### config.mk
export PLATFORM = sky130hd
export DESIGN_NAME = reg_read_port
export DESIGN_NICKNAME = d
export VERILOG_FILES = /design/src/rtl/reg_read_port.sv
export SDC_FILE = /design/constraint.sdc
export NUM_CORES = 1
export LEC_CHECK = 0
export ABC_CLOCK_PERIOD_IN_PS = 1800
export CORE_UTILIZATION = 56
export DETAILED_ROUTE_END_ITERATION = 10
export DONT_BUFFER_PORTS = 1
export PLACE_DENSITY = 0.82
export SLEW_MARGIN = 25
export SYNTH_ARGS = -nofsm -noshare
export SYNTH_HDL_FRONTEND = slang
export SYNTH_SLANG_ARGS = --single-unit
### constraint.sdc
create_clock -name clk -period 1.8 [get_ports clk]
set_input_delay 0.54 -clock clk [delete_from_list [all_inputs] [get_ports clk]]
set_output_delay 0.54 -clock clk [all_outputs]
set_load 0.005 [all_outputs]
### src/rtl/reg_read_port.sv
// Two-entry register file with a registered, handshaked read port.
// Same-cycle writes forward into read data; per-register dirty flags track unread writes.
module reg_read_port #(
  parameter int unsigned DATA_WIDTH = 16
) (
  input  logic                  clk,
  input  logic                  reset,
  input  logic                  wr_en,
  input  logic                  wr_select,
  input  logic [DATA_WIDTH-1:0] wr_data,
  input  logic                  rd_req,
  input  logic                  rd_select,
  output logic                  rd_accept,
  output logic                  rd_valid,
  output logic [DATA_WIDTH-1:0] rd_data,
  input  logic                  rd_ack,
  output logic [1:0]            dirty
);

  localparam logic [0:0] EMPTY = 1'b0;
  localparam logic [0:0] FULL  = 1'b1;

  logic [0:0]            state_q, state_d;
  logic [DATA_WIDTH-1:0] reg0_q, reg0_d;
  logic [DATA_WIDTH-1:0] reg1_q, reg1_d;
  logic [DATA_WIDTH-1:0] rd_data_q, rd_data_d;
  logic [1:0]            dirty_q, dirty_d;
  logic                  forward;

  assign rd_valid  = (state_q == FULL);
  assign rd_data   = rd_data_q;
  assign dirty     = dirty_q;
  assign rd_accept = rd_req & (~rd_valid | rd_ack);
  assign forward   = wr_en & (wr_select == rd_select);

  // Next-state: writes first, then the read accept so its dirty clear wins.
  always_comb begin
    state_d   = state_q;
    reg0_d    = reg0_q;
    reg1_d    = reg1_q;
    rd_data_d = rd_data_q;
    dirty_d   = dirty_q;

    if (wr_en) begin
      if (wr_select) reg1_d = wr_data;
      else           reg0_d = wr_data;
      dirty_d[wr_select] = 1'b1;
    end

    case (state_q)
      EMPTY: begin
        if (rd_accept) state_d = FULL;
      end
      FULL: begin
        if (rd_ack && !rd_accept) state_d = EMPTY;
      end
      default: state_d = EMPTY;
    endcase

    if (rd_accept) begin
      if (forward)        rd_data_d = wr_data;
      else if (rd_select) rd_data_d = reg1_q;
      else                rd_data_d = reg0_q;
      dirty_d[rd_select] = 1'b0;
    end
  end

  always_ff @(posedge clk or posedge reset) begin
    if (reset) begin
      state_q   <= EMPTY;
      reg0_q    <= '0;
      reg1_q    <= '0;
      rd_data_q <= '0;
      dirty_q   <= 2'b00;
    end else begin
      state_q   <= state_d;
      reg0_q    <= reg0_d;
      reg1_q    <= reg1_d;
      rd_data_q <= rd_data_d;
      dirty_q   <= dirty_d;
    end
  end

endmodule
=== Word-level counts from Yosys, hierarchy flattened ===
Cells that the tools add are included.

* Magnitude comparators: 4
* Equal/unequal tests: 1
* Muxes and demuxes: 11
* Bitwise logic cells: 8
* Reductions and logical operators: 6

{| class="wikitable"
|+ Operators by type and width
! operator !! number
|-
| 16-bit 2-to-1 mux || 2
|-
| 1-bit by 2-bit less-than comparator with 1-bit output, second input constant || 2
|-
| 1-bit 2-to-1 mux || 4
|-
| 2-bit 2-to-1 mux || 2
|-
| 2-bit AND reduction || 2
|-
| 1-bit logical AND || 3
|-
| 1-bit AND || 2
|-
| 2-bit AND || 1
|-
| 1-bit demux with 1-bit select || 2
|-
| 1-bit >= comparator, second input constant || 2
|-
| 1-bit inverter || 2
|-
| 2-bit inverter || 1
|-
| 2-bit bitwise OR || 1
|-
| 1-bit one-hot mux with 2 select lines || 1
|-
| 1-bit == test || 1
|-
| 1-bit logical NOT || 1
|-
| 1-bit bitwise OR || 1
|}

* Register bits after elaboration: 51
* Input port bits: 23
* Output and inout port bits: 20
* Logic and storage cells: 35

=== Longest topological paths before layout ===
Gate-level depths: netlist of run 1.

* Depth in word-level cells: 8
* Gate-level depth with buffers: 5
* Gate-level depth less buffers: 4

=== Worst setup path before layout of run 1 ===
No wires, ideal clock.

* Kind: input port to output port
* From: in rd_ack
* To: out rd_accept
* Arrival time: 1071 ps
* Data required time: 1260 ps
* Setup slack: 189 ps
* Cell stages on the path: 4
* Path buffers: 1
* Path through: nand2b_1 buf_2 nand2_1 inv_1

* Cells in the longest elaborated chain, start to end: 2

{| class="wikitable"
|+ RTL lines
! what !! RTL line !! RTL
|-
| from (decl) || 16 || <nowiki>input logic rd_ack,</nowiki>
|-
| 1-bit bitwise OR || 33 || <nowiki>assign rd_accept = rd_req & (~rd_valid | rd_ack);</nowiki>
|-
| 1-bit AND || 33 ||
|-
| to (decl) || 13 || <nowiki>output logic rd_accept,</nowiki>
|}

Every way passes these cells.

=== Worst setup path after layout of run 1 ===
* From: reg state_q, in the netlist rd_valid
* To: out rd_accept

* Cells in the longest elaborated chain, start to end: 3

{| class="wikitable"
|+ RTL lines
! what !! RTL line !! RTL
|-
| from (decl) || 23 || <nowiki>logic [0:0] state_q, state_d;</nowiki>
|-
| from (signal assigned) || 76 || <nowiki>state_q <= state_d;</nowiki>
|-
| 1-bit inverter || - ||
|-
| 1-bit bitwise OR || 33 ||
|-
| 1-bit AND || 33 ||
|}

Every way passes these cells.

==> impl_metrics.tcl, run 1 <==
set metrics [dict create \
    io_buffers 0 \
    power_density_nw_per_um2 995 \
    start_kind "register" \
    multi_input_area_um2 1060 \
    place_congestion 0.794 \
    slew_headroom_pct 69.7 \
    cts_tree "built" \
    clk_path_buf_depth 2 \
    syn_nets 200 \
    seq_area_frac_synth_pct 51.2 \
    fin_skew_ns 0.00658 \
    worstPathBufferInverterCount 1 \
    area_delta_synth_final_pct 1.86 \
    crit_path_end_kind "output port" \
    min_path_type "in2async" \
    cp_cell_sequence "nand2b_1 > nand2_1 > inv_1" \
    die_width_um 68.7 \
    diodes 0 \
    seqCellArea_um2 1280 \
    tightest_slew_ns 0.453 \
    fin_cells 221 \
    ys_seq_elements 51 \
    nets 194 \
    die_h_um 68.7 \
    r2r-start "rd_valid$_DFF_PP0_" \
    cts_setup_buffers 0 \
    grt_pass1_wl_mm 7.72 \
    postSynthAreaPerCell_um2 14.1 \
    first_pass_iters 4 \
    synth_area_um2 2490 \
    max_freq_ghz 0.619 \
    htreeDepth 2 \
    crit_slowest_cell "dfrtp_1" \
    worstPathRequired_ns 1.26 \
    crit_type "reg2out" \
    yosysTopAreaCellShare_pct 51.2 \
    slowest_delay_ns 0.40 \
    vias 1511 \
    root_buffer "clkbuf_8" \
    status "completed" \
    post-route-drc-count 0 \
    grt_setup_unrepaired "false" \
    reg2reg_depth 4 \
    rrSetupSlack_ns 0.57 \
    power_leakage_nw 0.987 \
    hold_viol_final 0 \
    slew_violations 0 \
    ir_worst_vdd_uv 522 \
    crit_fanout 2 \
    drt_iter0_drc 88 \
    synth_cell_types 23 \
    cts.sinks 51 \
    postCtsHoldBufs 0 \
    synth_edf_count 0 \
    period_needed_ns 1.62 \
    drive_gt1_share_pct 34.5 \
    synth-async-reset-ratio_pct 100 \
    ys_top_cells_by_area "dfrtp_1 51%, mux2_2 14%, a221oi_2 6.0%, o2bb2ai_1 5.6%, buf_6 4.5%" \
    syn_inst 177 \
    dp.cells 214 \
    numCtsBuffers 5 \
    synthFlopType "dfrtp_1" \
    initial_utilization_pct 60.2 \
    synth_warnings 0 \
    clk_latency_ns 0.31 \
    totalWireLength_mm 4.83 \
    ant_nets 0 \
    antenna_found_initial 0 \
    place_hpwl_mm 3.10 \
    viasPerCell 6.84 \
    grt_start_max_net_pins 52 \
    cpLargestDelayFamily "flip-flops" \
    period_share_pct 89.7 \
    grt_overflow 0 \
    grtUsageTotal_pct 23.3 \
    setup_viol 0 \
    grt_pass1_vias 1523 \
    cts_resized 0 \
    max_cap_viol_count 0 \
    clk_pin_slew_worst_paths_ns 0.09 \
    reg2reg_to "rd_data[10]$_DFFE_PP0P_" \
    ioPinCount 43 \
    yosysTopAreaCell "dfrtp_1" \
    arrival_ns 1.08 \
    power.total_mw 2.53 \
    die-area_um2 4720 \
    core_um2 4140 \
    fin_setup_tns_ns 0 \
    routedWlPerCell_um 21.8 \
    core.rowCount 23 \
    fill_cells 341 \
]
## power breakdown
part / internal (mW) / switching [mW]
clock: 0.302 / 0.366
sequential: 1.33 / 0.120
combinational: 0.233 / 0.177
## cell type report
cell class	count	area share, %
tap	50	2.46
timing repair buffer	4	1.67
multi-input combinational	106	41.7
sequential	51	50.2
clock buffer	6	3.25
inverter	3	0.443
clock inverter	1	0.197
## metal layers
metal	vias to the layer above	part of all wire (%)	routed length, um	track usage, %
met5	-	0	0	0
met4	0	1.1	52	7.14
met3	7	6.1	296	8.22
met2	48	49	2360	36.3
met1	775	44	2120	30.7
li1	681	-	-	-
## how the worst max path moves through the flow
stage	from	endpoint	slack, ns	cells after the start
2_1_floorplan	reset	dirty[0]$_DFF_PP0_	0.03	1
3_3_place_gp	wr_en	reg0_q[1]$_DFFE_PP0P_	0.35	3
3_5_place_dp	wr_en	reg0_q[1]$_DFFE_PP0P_	0.32	3
4_1_cts	rd_valid$_DFF_PP0_	rd_accept	0.20	3
5_1_grt	rd_valid$_DFF_PP0_	rd_accept	0.12	3
6_report	rd_valid$_DFF_PP0_	rd_accept	0.18	3
## flip-flops by register name, indices dropped and copies added (netlist names)
register and flops:
dirty 2, rd_data 16, rd_valid 1, reg0_q 16, reg1_q 16
## cell families (layout without fill, tap and decap cells)
kind of cell    after synthesis  after routing  share of synthesized area [%]
simple gates                 21             21                           5.72
flops                        51             51                           51.2
compound gates               51             51                           20.1
xor+xnor                      2              2                           2.21
mux                          32             32                           14.5
buf+inv                      20             14                           6.32
## synth_stat cells (2+ instances only)
master,n
a21oi_1,2
a221oi_1,6
a221oi_2,10
buf_2,3
buf_6,10
clkbuf_1,2
dfrtp_1,51
inv_1,2
mux2_2,32
nand2b_1,2
nor2b_1,16
o2bb2ai_1,16
o311ai_0,6
o311ai_1,10
## through the flow
step / utilization (%) / worst slack [ns] / area [um^2] / hold slack [ns]
2_1_floorplan: - / 0.0305 / 2490 / 0.473
3_3_place_gp: 59.2 / 0.353 / 2450 / 0.482
5_1_grt: 61.3 / 0.118 / 2540 / 0.154
3_5_place_dp: 59.2 / 0.317 / 2450 / 0.488
6_report: 61.3 / 0.185 / 2540 / 0.139
4_1_cts: 61.3 / 0.197 / 2540 / 0.157
## cells in the final DEF (no fill, tap or decap)
cell / count
nand2_1: 1
nor2_8: 1
nand2_2: 1
nor2b_1: 16
o2bb2ai_1: 16
mux2_2: 32
a221oi_1: 6
xnor2_4: 1
nand2b_1: 2
clkinv_2: 1
inv_2: 2
a21oi_1: 2
buf_12: 1
o22a_1: 1
buf_4: 3
a221oi_2: 10
inv_1: 1
clkbuf_8: 6
dfrtp_1: 51
xor2_4: 1
o311ai_1: 10
o311ai_0: 6
## worst reg2reg max path, delay by kind of cell (launching register included)
kind / cells / cell delay, ns
flops: 1 / 0.40
compound gates: 2 / 0.36
simple gates: 1 / 0.14
buf+inv: 1 / 0.25
No activity file was read; power rests on OpenSTA's default activity.
==> inputs of run 2 (changes only) <==
- ABC_CLOCK_PERIOD_IN_PS: 1800 -> 1500
- CORE_MARGIN: default -> 1
- CORE_UTILIZATION: 56 -> 62
- PLACE_DENSITY: 0.82 -> 0.86
- clock period: 1.8 -> 1.5 ns (I/O delays scaled with it)
==> impl_metrics.tcl, run 2 (synthesis gave the netlist of run 1 again) <==
set metrics [dict create \
    grt_pass1_vias 1730 \
    max_freq_ghz 0.686 \
    grt_start_max_net_pins 52 \
    clockPowerShare_pct 27.6 \
    nets 194 \
    area_delta_synth_final_pct 2.56 \
    final_common_cell "dfrtp_1" \
    diodes 0 \
    seqCellArea_um2 1280 \
    place_hpwl_mm 3.28 \
    totalWireLength_mm 5.17 \
    ioPinCount 43 \
    power_frac_comb_pct 16.1 \
    period_needed_ns 1.46 \
    seq_power_share_pct 56.4 \
    power_density_nw_per_um2 1220 \
    first_pass_iters 4 \
    slew_headroom_pct 58.3 \
    viasPerCell 7.17 \
    power_leakage_nw 0.985 \
    numCtsBuffers 5 \
    crit_path_end_kind "output port" \
    grt_setup_unrepaired "false" \
    cts.sinks 51 \
    io_buffers 0 \
    worstPathRequired_ns 1.05 \
    grt_overflow 0 \
    cp_cell_sequence "nand2b_1 > nand2_1 > inv_2" \
    crit_type "reg2out" \
    initial_utilization_pct 66.1 \
    routedWlPerCell_um 23.5 \
    multi_input_area_um2 1060 \
    hold_viol_final 0 \
    core.rowCount 22 \
    die_h_um 65.4 \
    tightest_slew_ns 0.625 \
    start_kind "register" \
    grtUsageTotal_pct 26.5 \
    clk_path_buf_depth 2 \
    post-route-drc-count 0 \
    clk_latency_ns 0.30 \
    ant_nets 0 \
    clk_pin_slew_worst_paths_ns 0.09 \
    crit_slowest_cell "dfrtp_1" \
    antenna_found_initial 0 \
    final_cell_mix "51 x dfrtp_1, 32 x mux2_2, 16 x nor2b_1, 16 x o2bb2ai_1" \
    drt_iter0_drc 166 \
    slowest_delay_ns 0.40 \
    hold_ws_ns 0.0649 \
    cts_tree "built" \
    ir_worst_vdd_uv 735 \
    drive_gt1_share_pct 35.5 \
    grt_pass1_wl_mm 8.37 \
    root_buffer "clkbuf_8" \
    sw_frac_of_total_pct 26.3 \
    switching_power_uw 819 \
    fin_skew_ns 0.00431 \
    p_int_mw 2.29 \
    post_dp_cell_area_um2 2450 \
    die_width_um 65.4 \
    setup_viol 0 \
    crit_fanout 2 \
    max_cap_viol_count 0 \
    vias 1578 \
    die-area_um2 4280 \
    fin_setup_tns_ns 0 \
    cts_setup_buffers 0 \
    place_congestion 0.830 \
    min_path_type "in2async" \
    fill_cells 262 \
    slew_violations 0 \
    status "completed" \
    htreeDepth 2 \
    core_um2 3770 \
    fin_area_um2 2560 \
    period_share_pct 97.2 \
    arrival_ns 1.01 \
]
==> run 2: what timing repair did <==
| item | in CTS | in global routing |
|---|---|---|
| endpoints found under the setup margin | 0 | 1 |
| hold buffers | 0 | 0 |
| resized for setup | 0 | 1 |
==> run 2: power groups by stage <==
stage	Sequential (mW)	Clock, mW	Combinational [mW]
floorplan	1.72	0	0.481
global placement	1.77	0	0.469
detailed placement	1.78	0	0.502
CTS	1.75	0.878	0.501
global route	1.78	0.935	0.543
finish	1.75	0.858	0.500
==> run 2: routing by layer <==
metal	share of wire (%)	global-route usage, %	vias up	wire, um
met4	2.7	12.8	0	138
met2	50	42.8	69	2580
li1	-	-	675	-
met3	6.5	9.20	17	335
met5	0	0	-	0
met1	41	31.4	817	2120
==> run 2: worst paths after layout <==
kind,slack [ns],depth (start not counted),endpoint,startpoint
max in group asynchronous,1.20,2,reg1_q[15]$_DFFE_PP0P_,reset
worst min-delay path,0.06,2,reg0_q[11]$_DFFE_PP0P_,reset
worst min register to register,0.51,1,reg0_q[15]$_DFFE_PP0P_,reg0_q[15]$_DFFE_PP0P_
worst max register to register,0.26,4,rd_data[14]$_DFFE_PP0P_,rd_valid$_DFF_PP0_
min in group clk,0.27,1,rd_valid$_DFF_PP0_,rd_req
worst max-delay path,0.04,3,rd_accept,rd_valid$_DFF_PP0_
==> run 2: worst max-delay path, delay by kind of cell, from the launching register on <==
kind / cells / cell delay (ns)
simple gates: 2 / 0.22
flops: 1 / 0.40
buf+inv: 1 / 0.09
==> run 2: cell type report <==
type,instances,area share [%]
multi-input cells,106,41.4
flip-flops and latches,51,49.9
clock buffers,7,3.77
repair buffers,4,1.66
clock inverters,1,0.294
inverters,3,0.587
well taps,48,2.35
==> run 2: per-stage QoR <==
| step | utilization [%] | std cells | setup slack, ns | total power, mW |
|---|---|---|---|---|
| after floorplan | - | 177 | 0.0694 | 2.21 |
| after global placement | 65.1 | 212 | 0.122 | 2.24 |
| after detailed placement | 65.1 | 212 | 0.0554 | 2.28 |
| after CTS | 67.8 | 220 | 0.0396 | 3.13 |
| after global routing | 67.8 | 220 | 0.00398 | 3.26 |
| final | 67.8 | 220 | 0.0416 | 3.11 |
